[src/rtl/cpu_ready_controller.sv]
// cpu_ready_controller
// Generates the registered READY to the CPU. It inserts a minimum number of
// wait clocks per bus cycle type, then extends the wait while the expansion
// bus or the DMA handover holds the cycle off. A timeout forces release.
// wait_state_count reports the length of the last completed cycle.
module cpu_ready_controller #(
    parameter int IO_WAIT_STATES  = 1,
    parameter int MEM_WAIT_STATES = 0,
    parameter int TIMEOUT_CYCLES  = 255
) (
    input  logic       clock,
    input  logic       reset,
    input  logic       address_enable_n,
    input  logic       io_read_n,
    input  logic       io_write_n,
    input  logic       memory_read_n,
    input  logic       memory_write_n,
    input  logic       interrupt_acknowledge_n,
    input  logic       io_channel_ready,
    input  logic       dma_wait_n,
    output logic       cpu_ready,
    output logic       bus_timeout,
    output logic [7:0] wait_state_count
);

    typedef enum logic [1:0] {
        S_IDLE = 2'd0,
        S_WAIT = 2'd1,
        S_DONE = 2'd2
    } state_t;

    // The down-counter is preloaded with N-1: the IDLE->WAIT edge itself
    // already accounts for the first low clock.
    localparam logic [7:0] IO_DN  = (IO_WAIT_STATES  > 256) ? 8'hFF :
                                    (IO_WAIT_STATES  > 0)   ? 8'(IO_WAIT_STATES - 1)  : 8'd0;
    localparam logic [7:0] MEM_DN = (MEM_WAIT_STATES > 256) ? 8'hFF :
                                    (MEM_WAIT_STATES > 0)   ? 8'(MEM_WAIT_STATES - 1) : 8'd0;

    // The cycle counter saturates at 255, so cycle+1 never exceeds 256. A
    // larger timeout is clamped to 256 so a stuck cycle is still released.
    localparam logic [8:0] TO_LIM = (TIMEOUT_CYCLES > 256) ? 9'd256 :
                                    (TIMEOUT_CYCLES < 0)   ? 9'd0   : 9'(TIMEOUT_CYCLES);
    localparam logic [7:0] TO_WSC = (TIMEOUT_CYCLES > 255) ? 8'hFF :
                                    (TIMEOUT_CYCLES < 0)   ? 8'd0   : 8'(TIMEOUT_CYCLES);

    state_t     r_state;
    logic       r_sync1;
    logic       r_sync2;
    logic [7:0] r_down;
    logic [7:0] r_cycle;

    logic       w_cmd_io;
    logic       w_cmd_mem;
    logic       w_cmd_any;
    logic       w_release;
    logic       w_sel_zero;
    logic [7:0] w_sel_dn;
    logic [8:0] w_cycle_inc;
    logic [7:0] w_cycle_sat;
    logic       w_timeout;

    assign w_cmd_io   = ~address_enable_n &
                        (~io_read_n | ~io_write_n | ~interrupt_acknowledge_n);
    assign w_cmd_mem  = ~address_enable_n & (~memory_read_n | ~memory_write_n);
    assign w_cmd_any  = w_cmd_io | w_cmd_mem;
    assign w_release  = r_sync2 & dma_wait_n;

    // I/O (and INTA) take precedence when both command classes are active.
    assign w_sel_zero = w_cmd_io ? (IO_WAIT_STATES <= 0) : (MEM_WAIT_STATES <= 0);
    assign w_sel_dn   = w_cmd_io ? IO_DN : MEM_DN;

    // Count including the current edge, and its 8-bit saturated form.
    assign w_cycle_inc = {1'b0, r_cycle} + 9'd1;
    assign w_cycle_sat = (r_cycle == 8'hFF) ? 8'hFF : w_cycle_inc[7:0];
    assign w_timeout   = (w_cycle_inc >= TO_LIM);

    // Two-flop synchronizer for the asynchronous expansion-bus ready.
    always_ff @(posedge clock or posedge reset) begin
        if (reset) begin
            r_sync1 <= 1'b0;
            r_sync2 <= 1'b0;
        end else begin
            r_sync1 <= io_channel_ready;
            r_sync2 <= r_sync1;
        end
    end

    // Bus-cycle FSM with registered READY, timeout pulse and wait count.
    always_ff @(posedge clock or posedge reset) begin
        if (reset) begin
            r_state          <= S_IDLE;
            r_down           <= 8'd0;
            r_cycle          <= 8'd0;
            cpu_ready        <= 1'b1;
            bus_timeout      <= 1'b0;
            wait_state_count <= 8'd0;
        end else begin
            bus_timeout <= 1'b0;
            case (r_state)
                S_IDLE: begin
                    cpu_ready <= 1'b1;
                    if (w_cmd_any) begin
                        if (w_sel_zero && w_release) begin
                            // Zero-wait cycle with the bus ready: never drop READY.
                            r_state          <= S_DONE;
                            wait_state_count <= 8'd0;
                        end else begin
                            r_state   <= S_WAIT;
                            cpu_ready <= 1'b0;
                            r_down    <= w_sel_dn;
                            r_cycle   <= 8'd0;
                        end
                    end
                end
                S_WAIT: begin
                    if (address_enable_n) begin
                        // DMA took the bus: abandon the cycle, keep the old count.
                        r_state   <= S_IDLE;
                        cpu_ready <= 1'b1;
                    end else if (w_timeout) begin
                        r_state          <= S_DONE;
                        cpu_ready        <= 1'b1;
                        bus_timeout      <= 1'b1;
                        wait_state_count <= TO_WSC;
                    end else if ((r_down == 8'd0) && w_release) begin
                        r_state          <= S_DONE;
                        cpu_ready        <= 1'b1;
                        wait_state_count <= w_cycle_sat;
                    end else begin
                        // Strobes going away here are ignored; keep counting.
                        r_cycle <= w_cycle_sat;
                        if (r_down != 8'd0) begin
                            r_down <= r_down - 8'd1;
                        end
                    end
                end
                S_DONE: begin
                    // Hold until the strobes drop so one strobe is one cycle.
                    cpu_ready <= 1'b1;
                    if (!w_cmd_any) begin
                        r_state <= S_IDLE;
                    end
                end
                default: begin
                    r_state   <= S_IDLE;
                    cpu_ready <= 1'b1;
                end
            endcase
        end
    end

endmodule
[config.mk]
export PLATFORM = sky130hd
export DESIGN_NAME = cpu_ready_controller
export DESIGN_NICKNAME = d
export VERILOG_FILES = /design/src/rtl/cpu_ready_controller.sv
export SDC_FILE = /design/constraint.sdc
export NUM_CORES = 1
export LEC_CHECK = 0
export BUFFER_PORTS_ARGS = -buffer_cell sky130_fd_sc_hd__clkbuf_2
export CELL_PAD_IN_SITES_DETAIL_PLACEMENT = 1
export CELL_PAD_IN_SITES_GLOBAL_PLACEMENT = 2
export CORE_MARGIN = 2
export CORE_UTILIZATION = 37
export CTS_CLUSTER_DIAMETER = 50
export CTS_CLUSTER_SIZE = 8
export DETAILED_ROUTE_END_ITERATION = 7
export PLACE_DENSITY_LB_ADDON = 0.12
export RECOVER_POWER = 25
export SYNTH_ARGS = -nofsm -noshare
export SYNTH_HDL_FRONTEND = slang
export SYNTH_SLANG_ARGS = --single-unit
[constraint.sdc]
create_clock -name clock -period 3.1 [get_ports clock]
set_input_delay 0.155 -clock clock [delete_from_list [all_inputs] [get_ports clock]]
set_output_delay 0.155 -clock clock [all_outputs]
set_load 0.01 [all_outputs]
# == Word-level counts from Yosys, hierarchy flattened ==
# Index checks and enable logic that the tools add are counted.
# totals
ff_bits,30
latchBits,0
mem_bits_rw,0
mem_bits_ro,0
output_inout_bits,10
elab_cells,82
memories,0
# op_classes
addsub,2
mul,0
n_div,0
n_lt_le_gt_ge,1
n_eq_ne,13
n_shift,0
n_mux,35
bitwise_logic,13
n_reduce_logical,10
# ops
op,n
$mux 8,15
$pmux 8 s2,3
$ne 2x2->1 const B,8
$mux 2,6
$add 8x1->9 const B,1
$ge 9x8->1 const B,1
$mux 1,9
$eq 8x8->1 const B,1
$logic_not 8->1,1
$reduce_bool 8->1,1
$sub 8x1->8 const B,1
$reduce_and 7->1,1
$not 1->1,6
$pmux 2 s3,1
$reduce_and 6->1,1
$reduce_and 5->1,1
$ne 4x4->1 const B,1
$or 1x1->1,4
$and 1x1->1,3
$ne 3x3->1 const B,1
$reduce_and 3->1,1
$eq 2x1->1 const B,1
$eq 2x2->1 const B,1
$logic_and 1x1->1,2
3 further kinds,3

# == Depth between registers and ports, before layout ==
# Gate-level depths: netlist of run 1.
# logic_depth
depth_word,9
ltp_mapped,9
mapped_depth_nobuf,8

# == Worst setup path before layout of run 1 ==
# No wires, ideal clock.
# synth_timing
path_type,reg2reg
start,register r_cycle[0]
end,register r_down[0]
t_arrival_ns,2.318
required_time_ns,2.975
path_slack_ns,0.657
path_stages_with_launch,9
n_path_buf,1
synth_period_minus_slack_ns,2.443
cell_sequence,dfrtp_1 -> ha_1 -> a21boi_0 -> o221ai_1 -> a2111o_1 -> a21oi_2 -> or3_1 -> buf_4 -> mux2_2
# synth_via
elab_chain_len,4
# synth_lines
element,line_no,text
"start, declared",50,logic [7:0] r_cycle;
"start signal, assigned",131,r_cycle <= w_cycle_sat;
$add 8x1->9,73,"assign w_cycle_inc = {1'b0, r_cycle} + 9'd1;"
$ge 9x8->1,75,assign w_timeout = (w_cycle_inc >= TO_LIM);
$ne 2x2->1 (no line),--,
$reduce_and 7->1 (no line),--,
"end signal, assigned",110,r_down <= w_sel_dn;
"end signal, assigned",133,r_down <= r_down - 8'd1;
"end, declared",49,logic [7:0] r_down;
# No other way between the ends.
# A chain may end at the register's enable or synchronous reset.

# == Worst setup path in the final report of run 1 ==
# layout_timing
start,register r_cycle[0]
end,register r_cycle[7]
# layout_via
elab_chain_len,6
# layout_lines
element
"parallel branches: the longest is 6 deep, another holds $add 8x1->9"
# Several ways; the timed one is not identified. The select of a mux whose other input is x is not followed.

==> results of run 1 <==
[per-stage QoR]
stage          util, %  std cells
2_1_floorplan        -        176
3_3_place_gp      39.9        242
3_5_place_dp      39.9        242
4_1_cts           42.0        252
5_1_grt           41.9        252
6_report          41.9        252
[state kept, by name, indices dropped and copies added, names as in the netlist]
register          cells
r_sync1               1
r_sync2               1
cpu_ready             1
wait_state_count      8
r_state               2
bus_timeout           1
r_cycle               8
r_down                8
[synth_stat cells (3+ instances only)]
master	count	share of area [%]
dfrtp_1	29	41
nor2_1	16	3.4
nand2_1	14	3.0
a21oi_1	11	3.1
inv_1	8	1.7
nand3_1	8	2.3
mux2_2	7	4.5
a31oi_1	6	2.1
buf_6	6	3.8
o21ai_0	5	1.4
and3_1	4	1.4
buf_4	4	1.7
mux2_4	4	3.4
o41ai_1	4	2.0
ha_1	3	2.1
mux2i_1	3	1.7
nand2b_1	3	1.1
nor3_1	3	0.85
nor4_1	3	1.1
[report_power, final]
group / internal, mW / total, mW / switching, mW
clock: 0.159 / 0.305 / 0.145
sequential: 0.476 / 0.569 / 0.0939
combinational: 0.199 / 0.462 / 0.263
total: 0.834 / 1.34 / 0.503
[critical path: cells and delay by family (launching register included)]
family	cells	cell delay [ps]
AOI/OAI and AO/OA	3	880
adders and majority gates	1	330
DFF	1	470
muxes	1	360
and+or+nand+nor	2	540
[layout make-up]
| cell class | instances | area [um2] |
|---|---|---|
| Sequential cell | 30 | 752 |
| Fill cell | 555 | 2710 |
| Tap cell | 54 | 67.6 |
| Multi-Input combinational cell | 127 | 883 |
| Timing Repair Buffer | 25 | 141 |
| Inverter | 8 | 30.0 |
| Clock buffer | 8 | 80.1 |
[worst paths after layout]
check,to,cells past startpoint
setup / recovery,r_cycle[7],7
hold reg to reg,r_sync2,0
setup reg to reg,r_cycle[7],7
min in group asynchronous,r_down[6],4
max in group asynchronous,r_cycle[7],4
hold / removal,bus_timeout,2
[per-layer routing]
metal	global-route usage (%)	share of wire [%]
met4	6.79	0.56
met1	23.0	45
met5	0	0
met2	32.7	53
met3	4.70	2.0
[kinds of logic after synthesis]
family                   Yosys count  share of synthesized area (%)
adder cells (fa/ha/maj)            3                           2.12
AO/OA/AOI/OAI                     44                           18.9
multiplexers                      14                           9.56
XOR/XNOR                           3                           1.49
buffers and inverters             19                           7.44
AND/OR/NAND/NOR                   63                           17.9
flip-flops                        30                           42.6
==> run metrics, run 1 <==
die height 73.1 um; Slew Limit Fails 31; Max clock buf depth 2; PostCTS Resize Cnt 0; vias in the first global route between 1500 and 2000; Yosys reg bits 30; Min Hold Slack 99.4 ps; Setup Slack @ Placement approximately 430 ps; Relative slew margins -13.2%; Largest stage delay, worst path 510 ps; worst setup margin 403 ps; H-tree depth 2; Setup Skew 3.77 ps; Fmax 371 MHz; Mapped Nets 189; final setup fails 0; core box area 4660 um2; CP max FO 10; root buffer cell clkbuf_8; Total Power 1.34 mW; placed instance area 1860 um2; layout cell share with drive strength beyond 1 a little under a quarter; Crit. End Element flip-flop; Main synth FF type dfrtp_1; Initial Utilization 37.9%; WL/cell roughly 18 um; outcome finished with violations; Die Area 5340 um2; Post-Route WL 4.43 mm; Ys Warns 0; Die Wd 73.1 um; R2R Setup Slk 400 ps; first-pass GRT wire length 7.64 mm; fin crit share 87.0%; Num CTS Buffers 5; detailed router's first-iteration violation count 81; Crit-path slowest cell a2111o_1; most frequent cells in the layout 29 x dfrtp_1, 19 x clkbuf_2, 16 x nor2_1; crit-path cells ha_1 > and3b_2 > o221ai_1 > a2111o_1 > a21o_4 > and2_1 > mux2_4; Avg Inst Size Synth between 10 and 15 um2; Leak Pwr 0.909 nW; nets 210; mapped cell area 1770 um2; CP startpoint kind flip-flop; diodes inserted 0; Port Buf Inserts 19; minimum clock period 2700 ps; Critical Path RT around 3300 ps; GRT Overall Usage 19.0%; worst hold start address_enable_n; Top Ports 20; Hold Path Class primary input to flip-flop; VDD IR max 338 uV; P per Cell Area 684 nW/um2; DRC viols 0; Post-CTS Hold Buffers 2; RSZ-0062 raised after global routing no; critical path class flip-flop to flip-flop; max cap viols 1; CTS Sinks 30; Setup crit start r_cycle[0]; worst skew pair latency 280 ps; vias 1411; Worst-path clk slew 60 ps; failing checks capacitance limit, slew limit; Mapped Cells 176; antenna violations before repair 0; largest net degree at the start of global routing 31; Fin Setup TNS 0 ps; CTS tree built; data arrival time of the critical path 2860 ps; RePlAce Congestion 0.885; Via density around 5.6; most common cell after layout, fill and taps aside dfrtp_1; post-CTS setup repair buffer count 0; Post-synth EDFFs 0; TritonRoute pass-1 iters 4; Synth cell types 50; RR Startpoint r_cycle[0]; Layout area overhead 10.6%; worst slew pin tran between 1500 and 2000 ps; Finished Cell Area 1950 um2; post-detailed-route count of antenna-violating nets 0; row count 25; Post-DP HPWL roughly 3.2 mm; final hold violation count 0; post-synthesis async set-or-reset flop share 100%; sequential element share of the synthesized area 42.6%; grt ovf 0
(Power assumes the default switching activity.)
==> run 2: changes to the inputs <==
Settings changed: PLACE_DENSITY set to 0.81, PLACE_DENSITY_LB_ADDON 0.12 to not set.
==> run 2 against run 1 <==
Compared with the run above: the flow now finishes without violations; global-route usage down 0.85 points; core utilization decreased by 0.30 points; cell count decreased by 0.79%; critical path type unchanged; non-clock buffer count is 2 lower; largest cell class unchanged.
==> run metrics, run 2 (synthesis results as in run 1) <==
outcome finished, final reports clean; final setup fails 0; Crit. End Element flip-flop; minimum clock period 2690 ps; Top Ports 20; Critical Path RT 3270 ps; CTS tree built; grt ovf 0; Slew Limit Fails 0; Setup crit start r_cycle[0]; final hold violation count 0; R2R Setup Slk 410 ps; worst hold start address_enable_n; Post-Route WL 4.24 mm; Finished Cell Area 1940 um2; placed instance area roughly 1900 um2; diodes inserted 0; worst slew pin tran roughly 1200 ps; max cap viols 0; largest net degree at the start of global routing 31; CP startpoint kind flip-flop; TritonRoute pass-1 iters 4; most common cell after layout, fill and taps aside dfrtp_1; VDD IR max 276 uV; CP max FO 10; row count 25; PostCTS Resize Cnt 0; most frequent cells in the layout 29 x dfrtp_1, 16 x nor2_1, 14 x nand2_1; Setup Skew 4.41 ps; first-pass GRT wire length 7.31 mm; H-tree depth 2; Fin Setup TNS 0 ps; detailed router's first-iteration violation count 88; FF-to-FF path depth 7; post-detailed-route count of antenna-violating nets 0; RR Startpoint r_cycle[0]; fin crit share 86.8%; P per Cell Area 698 nW/um2; DRC viols 0; Num CTS Buffers 5; crit path to r_cycle[1]; GRT Overall Usage 18.2%; biggest registers after layout r_cycle x8, r_down x8, wait_state_count x8; Hold Path Class primary input to flip-flop; # placed instances 241; Multi-input gate area between 800 and 900 um2; Finished Layout Cells 250; Initial Utilization 37.9%; root buffer cell clkbuf_8; core box area 4660 um2; Fmax 372 MHz; Relative slew margins 21.7%; post-CTS setup repair buffer count 0; RePlAce Congestion 0.779; critical path class flip-flop to flip-flop; Filler Cell Count between 500 and 600; Total Power 1.35 mW; Critical R2R Capture r_cycle[1]; Max clock buf depth 2; antenna violations before repair 0; worst skew pair latency 280 ps; vias 1427; fin util 41.6%; RSZ-0062 raised after global routing no; Post-CTS Hold Buffers 1; Post-DP HPWL approximately 3.1 mm; worst hold stages 2; layout cell share with drive strength beyond 1 19.9%; Layout area overhead 9.84%; Register Area 752 um2; Die Area about 5300 um2; data arrival time of the critical path 2860 ps; Port Buf Inserts 19; CTS Sinks 30; WL/cell around 17 um; die height 73.1 um; vias in the first global route 1507; Worst-path clk slew roughly 60 ps; nets 208; Die Wd 73.1 um; Leak Pwr 0.882 nW; Via density 5.71
[run 2: cell types whose count changed in the layout (fill, tap and decap cells not counted)]
cell	change
clkbuf_8	+1
clkinv_2	+1
dlygate4sd3_1	-1
clkbuf_1	+6
clkbuf_2	-9
[run 2: area by class of cell]
type / count / area share [%]
Clock buffer: 7 / 4.45
Clock inverter: 1 / 0.258
Inverter: 8 / 1.55
Multi-Input combinational cell: 127 / 45.5
Sequential cell: 30 / 38.7
Tap cell: 54 / 3.48
Timing Repair Buffer: 23 / 6.00
[run 2: worst min-delay path by stage]
stage	endpoint	slack, ps
final	bus_timeout	90
after detailed placement	r_sync1	270
after CTS	bus_timeout	80
after floorplan	r_sync1	190
after global placement	r_sync1	270
after global routing	bus_timeout	80
[run 2: per-stage QoR]
step / hold slack (ps) / setup slack [ps]
final: 87.8 / 408
after global routing: 79.2 / 264
after CTS: 78.2 / 396
after detailed placement: 272 / 403
after global placement: 266 / 502
after floorplan: 186 / 657
[run 2: report_power, final]
part           switching, mW  internal, mW  total [mW]
logic                  0.263         0.195       0.459
clock network          0.146         0.179       0.325
registers             0.0950         0.476       0.571
total                  0.504         0.849        1.35
[run 2: layer usage]
layer / wire length (um) / track usage, % / vias to the layer above
met5: 0 / 0 / -
met1: 1810 / 22.0 / 725
met3: 129 / 4.56 / 6
li1: - / - / 676
met2: 2220 / 30.6 / 20
met4: 78 / 7.61 / 0
[run 2: worst max-delay path, cell delays in order (launching register included)]
cell	delay (ps)
dfrtp_1	470
ha_1	320
a21boi_0	200
o221ai_1	130
a2111o_1	510
a21o_4	280
and2_1	310
mux2_4	360
